===== src/rtl/puf_pkg.sv =====
// rtl/puf_pkg.sv - shared types, widths and helpers for the PUF response path
package puf_pkg;

  localparam int PUF_RESP_W = 8;

  typedef enum logic [1:0] {
    IDLE   = 2'd0,
    SAMPLE = 2'd1,
    VOTE   = 2'd2,
    DONE   = 2'd3
  } state_e;

  // Width of a counter that must hold 0..num_samples inclusive.
  function automatic int cnt_w(input int num_samples);
    return $clog2(num_samples + 1);
  endfunction

  // Width of the byte index; a single-byte key still needs one bit.
  function automatic int idx_w(input int key_bytes);
    return (key_bytes > 1) ? $clog2(key_bytes) : 1;
  endfunction

  // Number of set bits in one response byte.
  function automatic logic [3:0] popcount8(input logic [PUF_RESP_W-1:0] v);
    logic [3:0] n;
    n = '0;
    for (int i = 0; i < PUF_RESP_W; i++) begin
      n = n + {3'b000, v[i]};
    end
    return n;
  endfunction

endpackage


===== src/rtl/puf_bit_vote.sv =====
// rtl/puf_bit_vote.sv - per-bit ones counter producing majority vote and instability flag
module puf_bit_vote
  import puf_pkg::*;
#(
  parameter int NUM_SAMPLES = 7
) (
  input  logic clk_i,
  input  logic rst_ni,
  input  logic clear_i,
  input  logic add_i,
  input  logic bit_i,
  output logic vote_o,
  output logic unstable_o
);

  localparam int CW = cnt_w(NUM_SAMPLES);

  logic [CW-1:0] ones_q;
  logic [CW-1:0] ones_d;

  // Clear wins over add; otherwise count ones on accepted samples.
  always_comb begin
    ones_d = ones_q;
    if (clear_i) begin
      ones_d = '0;
    end else if (add_i && bit_i) begin
      ones_d = ones_q + CW'(1);
    end
  end

  // Counter register.
  always_ff @(posedge clk_i or negedge rst_ni) begin
    if (!rst_ni) begin
      ones_q <= '0;
    end else begin
      ones_q <= ones_d;
    end
  end

  assign vote_o     = (ones_q > CW'(NUM_SAMPLES / 2));
  assign unstable_o = (ones_q != '0) && (ones_q != CW'(NUM_SAMPLES));

endmodule


===== src/rtl/puf_response_stabilizer.sv =====
// rtl/puf_response_stabilizer.sv - majority-vote PUF responses into a key word with valid/ack
module puf_response_stabilizer
  import puf_pkg::*;
#(
  parameter  int NUM_SAMPLES = 7,
  parameter  int KEY_BYTES   = 4,
  localparam int UCW         = $clog2(8 * KEY_BYTES + 1)
) (
  input  logic                    clk_i,
  input  logic                    rst_ni,
  input  logic                    start_i,
  input  logic [PUF_RESP_W-1:0]   response_in_i,
  input  logic                    response_valid_i,
  output logic                    busy_o,
  output logic [8*KEY_BYTES-1:0]  key_o,
  output logic                    key_valid_o,
  input  logic                    key_ack_i,
  output logic [UCW-1:0]          unstable_count_o
);

  localparam int CW = cnt_w(NUM_SAMPLES);
  localparam int IW = idx_w(KEY_BYTES);

  state_e                  state_q;
  logic [CW-1:0]           sample_cnt_q;
  logic [IW-1:0]           byte_idx_q;
  logic [8*KEY_BYTES-1:0]  key_q;
  logic [UCW-1:0]          unstable_q;
  logic                    busy_q;
  logic                    key_valid_q;

  logic                    add_w;
  logic                    clear_w;
  logic [PUF_RESP_W-1:0]   vote_w;
  logic [PUF_RESP_W-1:0]   unstable_w;

  // Counters only move on accepted samples; VOTE empties them for the next byte.
  assign add_w   = (state_q == SAMPLE) && response_valid_i;
  assign clear_w = (state_q == VOTE);

  for (genvar i = 0; i < PUF_RESP_W; i++) begin : g_bit
    puf_bit_vote #(
      .NUM_SAMPLES (NUM_SAMPLES)
    ) u_bit_vote (
      .clk_i      (clk_i),
      .rst_ni     (rst_ni),
      .clear_i    (clear_w),
      .add_i      (add_w),
      .bit_i      (response_in_i[i]),
      .vote_o     (vote_w[i]),
      .unstable_o (unstable_w[i])
    );
  end

  // Control FSM with byte packing and instability accumulation; outputs registered.
  always_ff @(posedge clk_i or negedge rst_ni) begin
    if (!rst_ni) begin
      state_q      <= IDLE;
      sample_cnt_q <= '0;
      byte_idx_q   <= '0;
      key_q        <= '0;
      unstable_q   <= '0;
      busy_q       <= 1'b0;
      key_valid_q  <= 1'b0;
    end else begin
      case (state_q)
        IDLE: begin
          if (start_i) begin
            state_q      <= SAMPLE;
            busy_q       <= 1'b1;
            key_q        <= '0;
            unstable_q   <= '0;
            byte_idx_q   <= '0;
            sample_cnt_q <= '0;
          end
        end
        SAMPLE: begin
          if (response_valid_i) begin
            sample_cnt_q <= sample_cnt_q + CW'(1);
            if (sample_cnt_q == CW'(NUM_SAMPLES - 1)) begin
              state_q <= VOTE;
            end
          end
        end
        VOTE: begin
          for (int b = 0; b < KEY_BYTES; b++) begin
            if (byte_idx_q == IW'(b)) begin
              key_q[8*b +: 8] <= vote_w;
            end
          end
          unstable_q   <= unstable_q + UCW'(popcount8(unstable_w));
          sample_cnt_q <= '0;
          if (byte_idx_q == IW'(KEY_BYTES - 1)) begin
            state_q     <= DONE;
            busy_q      <= 1'b0;
            key_valid_q <= 1'b1;
          end else begin
            byte_idx_q <= byte_idx_q + IW'(1);
            state_q    <= SAMPLE;
          end
        end
        DONE: begin
          if (key_ack_i) begin
            state_q     <= IDLE;
            key_valid_q <= 1'b0;
          end
        end
        default: begin
          state_q     <= IDLE;
          busy_q      <= 1'b0;
          key_valid_q <= 1'b0;
        end
      endcase
    end
  end

  assign busy_o           = busy_q;
  assign key_o            = key_q;
  assign key_valid_o      = key_valid_q;
  assign unstable_count_o = unstable_q;

endmodule


===== config.mk =====
export PLATFORM = sky130hd
export DESIGN_NAME = puf_response_stabilizer
export DESIGN_NICKNAME = d
export VERILOG_FILES = /design/src/rtl/puf_pkg.sv /design/src/rtl/puf_bit_vote.sv /design/src/rtl/puf_response_stabilizer.sv
export SDC_FILE = /design/constraint.sdc
export NUM_CORES = 1
export LEC_CHECK = 0
export ABC_AREA = 1
export CORE_MARGIN = 1
export CORE_UTILIZATION = 55
export DETAILED_ROUTE_END_ITERATION = 10
export PLACE_DENSITY = 0.83
export SLEW_MARGIN = 20
export SYNTH_ARGS = -nofsm -noshare
export SYNTH_HDL_FRONTEND = slang
export SYNTH_HIERARCHICAL = 1
export SYNTH_SLANG_ARGS = --single-unit

===== constraint.sdc =====
create_clock -name clk_i -period 9.15 [get_ports clk_i]
set_clock_uncertainty 0.2 [all_clocks]
set_input_delay 0.915 -clock clk_i [delete_from_list [all_inputs] [get_ports clk_i]]
set_output_delay 0.915 -clock clk_i [all_outputs]
set_load 0.03 [all_outputs]

==> Flow_metrics.wiki <==
{| class="wikitable"
! Metric !! Value
|-
| Run status || completed
|-
| Endpoint of the worst-slack reg-to-reg timing path || unstable_count_o[4]
|-
| Core footprint || 0.00729 sq mm
|-
| CTS Buf Count || 9
|-
| Synthesis-stage register bit count || 71
|-
| Netlist Area Pre-Place || 0.00415 sq mm
|-
| EDFF count, synth || 0
|-
| Most frequent standard cell in the layout excluding fill and tap cells || sky130_fd_sc_hd__nand2_1
|-
| Aggregate routed wire length || 8210 um
|-
| Start of the worst register-to-register path || g_bit[0].u_bit_vote/ones_q[0]
|-
| RSZ-0062 raised after global routing || no
|-
| Remaining number of nets flagged by the antenna check after routing || 0
|-
| Post-synthesis sequential area ratio || 42.8%
|-
| Hold buffer count at CTS || 0
|-
| Setup Fix Bufs, Post-CTS || 0
|-
| Worst-case register-to-register setup slack || 5.12 ns
|-
| CTS tree || done
|-
| Global Route Usage Sum || 23.0%
|-
| Total power draw || 1.87 mW
|-
| Worst vdd ir || 0.159 mV
|-
| Type of the worst min-delay path || flip-flop to flip-flop
|-
| Accumulated negative setup slack || 0 ns
|-
| Clock root buffer || sky130_fd_sc_hd__clkbuf_8
|-
| Worst hold endpoint || busy_o
|-
| Average instance area after synthesis || 8.69 sq um
|-
| Die Area || 0.00790 sq mm
|-
| Post-detailed-route DRC marker count || 0
|-
| Count of unique library cells instantiated by Yosys || 25
|-
| Instance count along the most critical hold path || 2
|-
| Total number of placement rows || 31
|-
| Final WS setup || 5.12 ns
|-
| Share of async-settable or async-resettable flops after synthesis || 100%
|-
| Drt pass-1 iters || 4
|-
| Place WS || 5.13 ns
|-
| Count of cells resized by post-cts repair || 0
|-
| Min cycle time layout || 4.03 ns
|-
| Slew at the pin closest to its max-slew limit || 0.879 ns
|-
| Critical Setup Path Class || flip-flop to flip-flop
|-
| PortBufs || 52
|-
| Crit path DAT || 4.07 ns
|-
| CP Max Fanout || 5
|-
| Clock network latency to the later pin of the worst-skew pair || 0.35 ns
|-
| Total congestion overflow after global routing || 0
|-
| Routability congestion estimate from global placement || 0.855
|-
| Crit end category || flip-flop
|-
| Yosys warnings || 6
|-
| Most frequent cells in the layout || sky130_fd_sc_hd__nand2_1, sky130_fd_sc_hd__dfrtp_1, sky130_fd_sc_hd__inv_1
|-
| IO Count || 53
|-
| Final Slew Violations || 0
|-
| Hold wc startpoint || busy_o
|-
| Total number of vias || 3277
|-
| Pin count of the biggest net entering global routing || 72
|-
| Starting utilization of the core area || 56.9%
|-
| H-tree levels || 3
|-
| Leak pwr || 2.56 nW
|-
| Dpl hpwl || 6060 um
|-
| Most used flip-flop cell after synthesis || sky130_fd_sc_hd__dfrtp_1
|-
| Wire length of the first global-routing pass || 13700 um
|-
| Antenna cell count || 0
|-
| Final number of setup-violating endpoints || 0
|-
| CP Launch Type || flip-flop
|-
| Layout net count || 592
|-
| Share of final-layout standard cells stronger than drive strength 1 || 15.7%
|-
| Data required time of the critical path || 9.19 ns
|-
| Buffers from clock root to sink, at most || 2
|-
| Normalized max-slew margin || 41.4%
|-
| Max-Cap Viols || 0
|-
| Instance count of the mapped netlist || 478
|-
| Number of global-route vias before repair || 3061
|-
| Area added between synthesis and finish || 19.7%
|-
| Total nets after synthesis || 532
|-
| Max frequency || 248 MHz
|-
| WL/cell || 12.8 um
|-
| Post-detailed-route via-to-cell ratio || 5.10
|-
| Final Hold Fails || 0
|-
| Worst Reg2Reg Path Length in Cells || 16
|-
| X dimension of the die || 88.9 um
|-
| Util after Layout || 68.2%
|-
| Initial antenna violation count || 0
|-
| Total clock sinks || 71
|-
| Period Utilization, post-route || 44.0%
|-
| Power density over cell area || 375 mW/mm^2
|-
| Count of fill cells added during filler insertion || 585
|-
| Drt first-iter violations || 208
|-
| Vertical die dimension || 88.9 um
|-
| Post-CTS clock slew at the launch and capture registers of the worst setup and hold paths || 0.08 ns
|}
cell usage after synthesis (4+ instances only):
cell type / instances / area share [%]
sky130_fd_sc_hd__nand2_1: 125 / 11
sky130_fd_sc_hd__dfrtp_1: 71 / 43
sky130_fd_sc_hd__inv_1: 58 / 5.2
sky130_fd_sc_hd__ha_1: 36 / 11
sky130_fd_sc_hd__nor2_1: 34 / 3.1
sky130_fd_sc_hd__nand3_1: 31 / 3.7
sky130_fd_sc_hd__o21ai_2: 25 / 5.3
sky130_fd_sc_hd__nand2_2: 18 / 2.7
sky130_fd_sc_hd__a21oi_1: 15 / 1.8
sky130_fd_sc_hd__o21ai_0: 15 / 1.8
sky130_fd_sc_hd__inv_2: 9 / 0.81
sky130_fd_sc_hd__or2_1: 9 / 1.4
sky130_fd_sc_hd__o21ai_1: 6 / 0.72
sky130_fd_sc_hd__fa_1: 5 / 2.4
sky130_fd_sc_hd__buf_6: 4 / 1.1
layer usage:
metal	vias up	part of all wire, %	global-route usage, %
met5	-	0	0
met4	0	2.0	9.68
met3	18	4.6	4.66
met2	84	51	41.1
met1	1548	42	26.8
li1	1627	-	-
flip-flops by register name (all words and copies together), names as in the netlist:
| name | flops |
|---|---|
| busy_o | 1 |
| state_q | 2 |
| g_bit.u_bit_vote/ones_q | 24 |
| unstable_count_o | 6 |
| key_o | 32 |
| byte_idx_q | 2 |
| sample_cnt_q | 3 |
| key_valid_o | 1 |
final cells by class:
cell class              count  area, sq um  share of cell area, %
repair buffers             54          531                   10.7
clock inverters             6         92.6                   1.86
flip-flops and latches     71         1780                   35.7
inverters                  69          264                   5.31
clock buffers              10          138                   2.77
well taps                  99          124                   2.49
multi-input cells         333         2050                   41.2
critical path, cell delays in order, from the launching register on:
cell                      delay (ns)
sky130_fd_sc_hd__dfrtp_1        0.41
sky130_fd_sc_hd__inv_1          0.06
sky130_fd_sc_hd__ha_1           0.18
sky130_fd_sc_hd__or2_1          0.20
sky130_fd_sc_hd__o21ai_0        0.14
sky130_fd_sc_hd__fa_1           0.48
sky130_fd_sc_hd__inv_1          0.08
sky130_fd_sc_hd__fa_1           0.42
sky130_fd_sc_hd__fa_1           0.46
sky130_fd_sc_hd__fa_1           0.43
sky130_fd_sc_hd__fa_1           0.42
sky130_fd_sc_hd__inv_1          0.07
sky130_fd_sc_hd__nand3_1        0.06
sky130_fd_sc_hd__nand2_1        0.10
sky130_fd_sc_hd__nand3_1        0.07
sky130_fd_sc_hd__nand2_1        0.09
sky130_fd_sc_hd__inv_1          0.04
where the power goes:
part           switching [mW]  internal, mW
clock network           0.125         0.162
logic                   0.649         0.411
registers              0.0971         0.422
total                   0.871         0.995
how the worst max path moves through the flow:
stage	from	end	slack [ns]	cells past startpoint
finish	g_bit[0].u_bit_vote/ones_q[0]	unstable_count_o[4]	5.12	16
detailed placement	g_bit[0].u_bit_vote/ones_q[0]	unstable_count_o[4]	5.13	16
CTS	g_bit[0].u_bit_vote/ones_q[0]	unstable_count_o[4]	5.11	16
floorplan	g_bit[0].u_bit_vote/ones_q[0]	unstable_count_o[4]	5.40	16
global placement	g_bit[0].u_bit_vote/ones_q[0]	unstable_count_o[4]	5.28	16
global route	g_bit[2].u_bit_vote/ones_q[0]	unstable_count_o[4]	4.94	16
logic make-up (layout without fill, tap and decap cells):
family          after synthesis  after routing  share of synthesized area, %
compound gates               66             66                          11.6
simple gates                224            224                          24.0
fa+ha+maj                    41             41                          13.3
flops                        71             71                          42.8
xor+xnor                      2              2                         0.422
buf+inv                      74            139                          7.93
metrics by stage:
step / hold slack (ns) / std cells / area (sq um)
2_1_floorplan: 0.289 / 478 / 4150
3_3_place_gp: 0.258 / 626 / 4740
6_report: 0.281 / 642 / 4970
3_5_place_dp: 0.268 / 626 / 4740
5_1_grt: 0.294 / 642 / 4970
4_1_cts: 0.287 / 642 / 4970
Power figures use the tool's default switching activity.
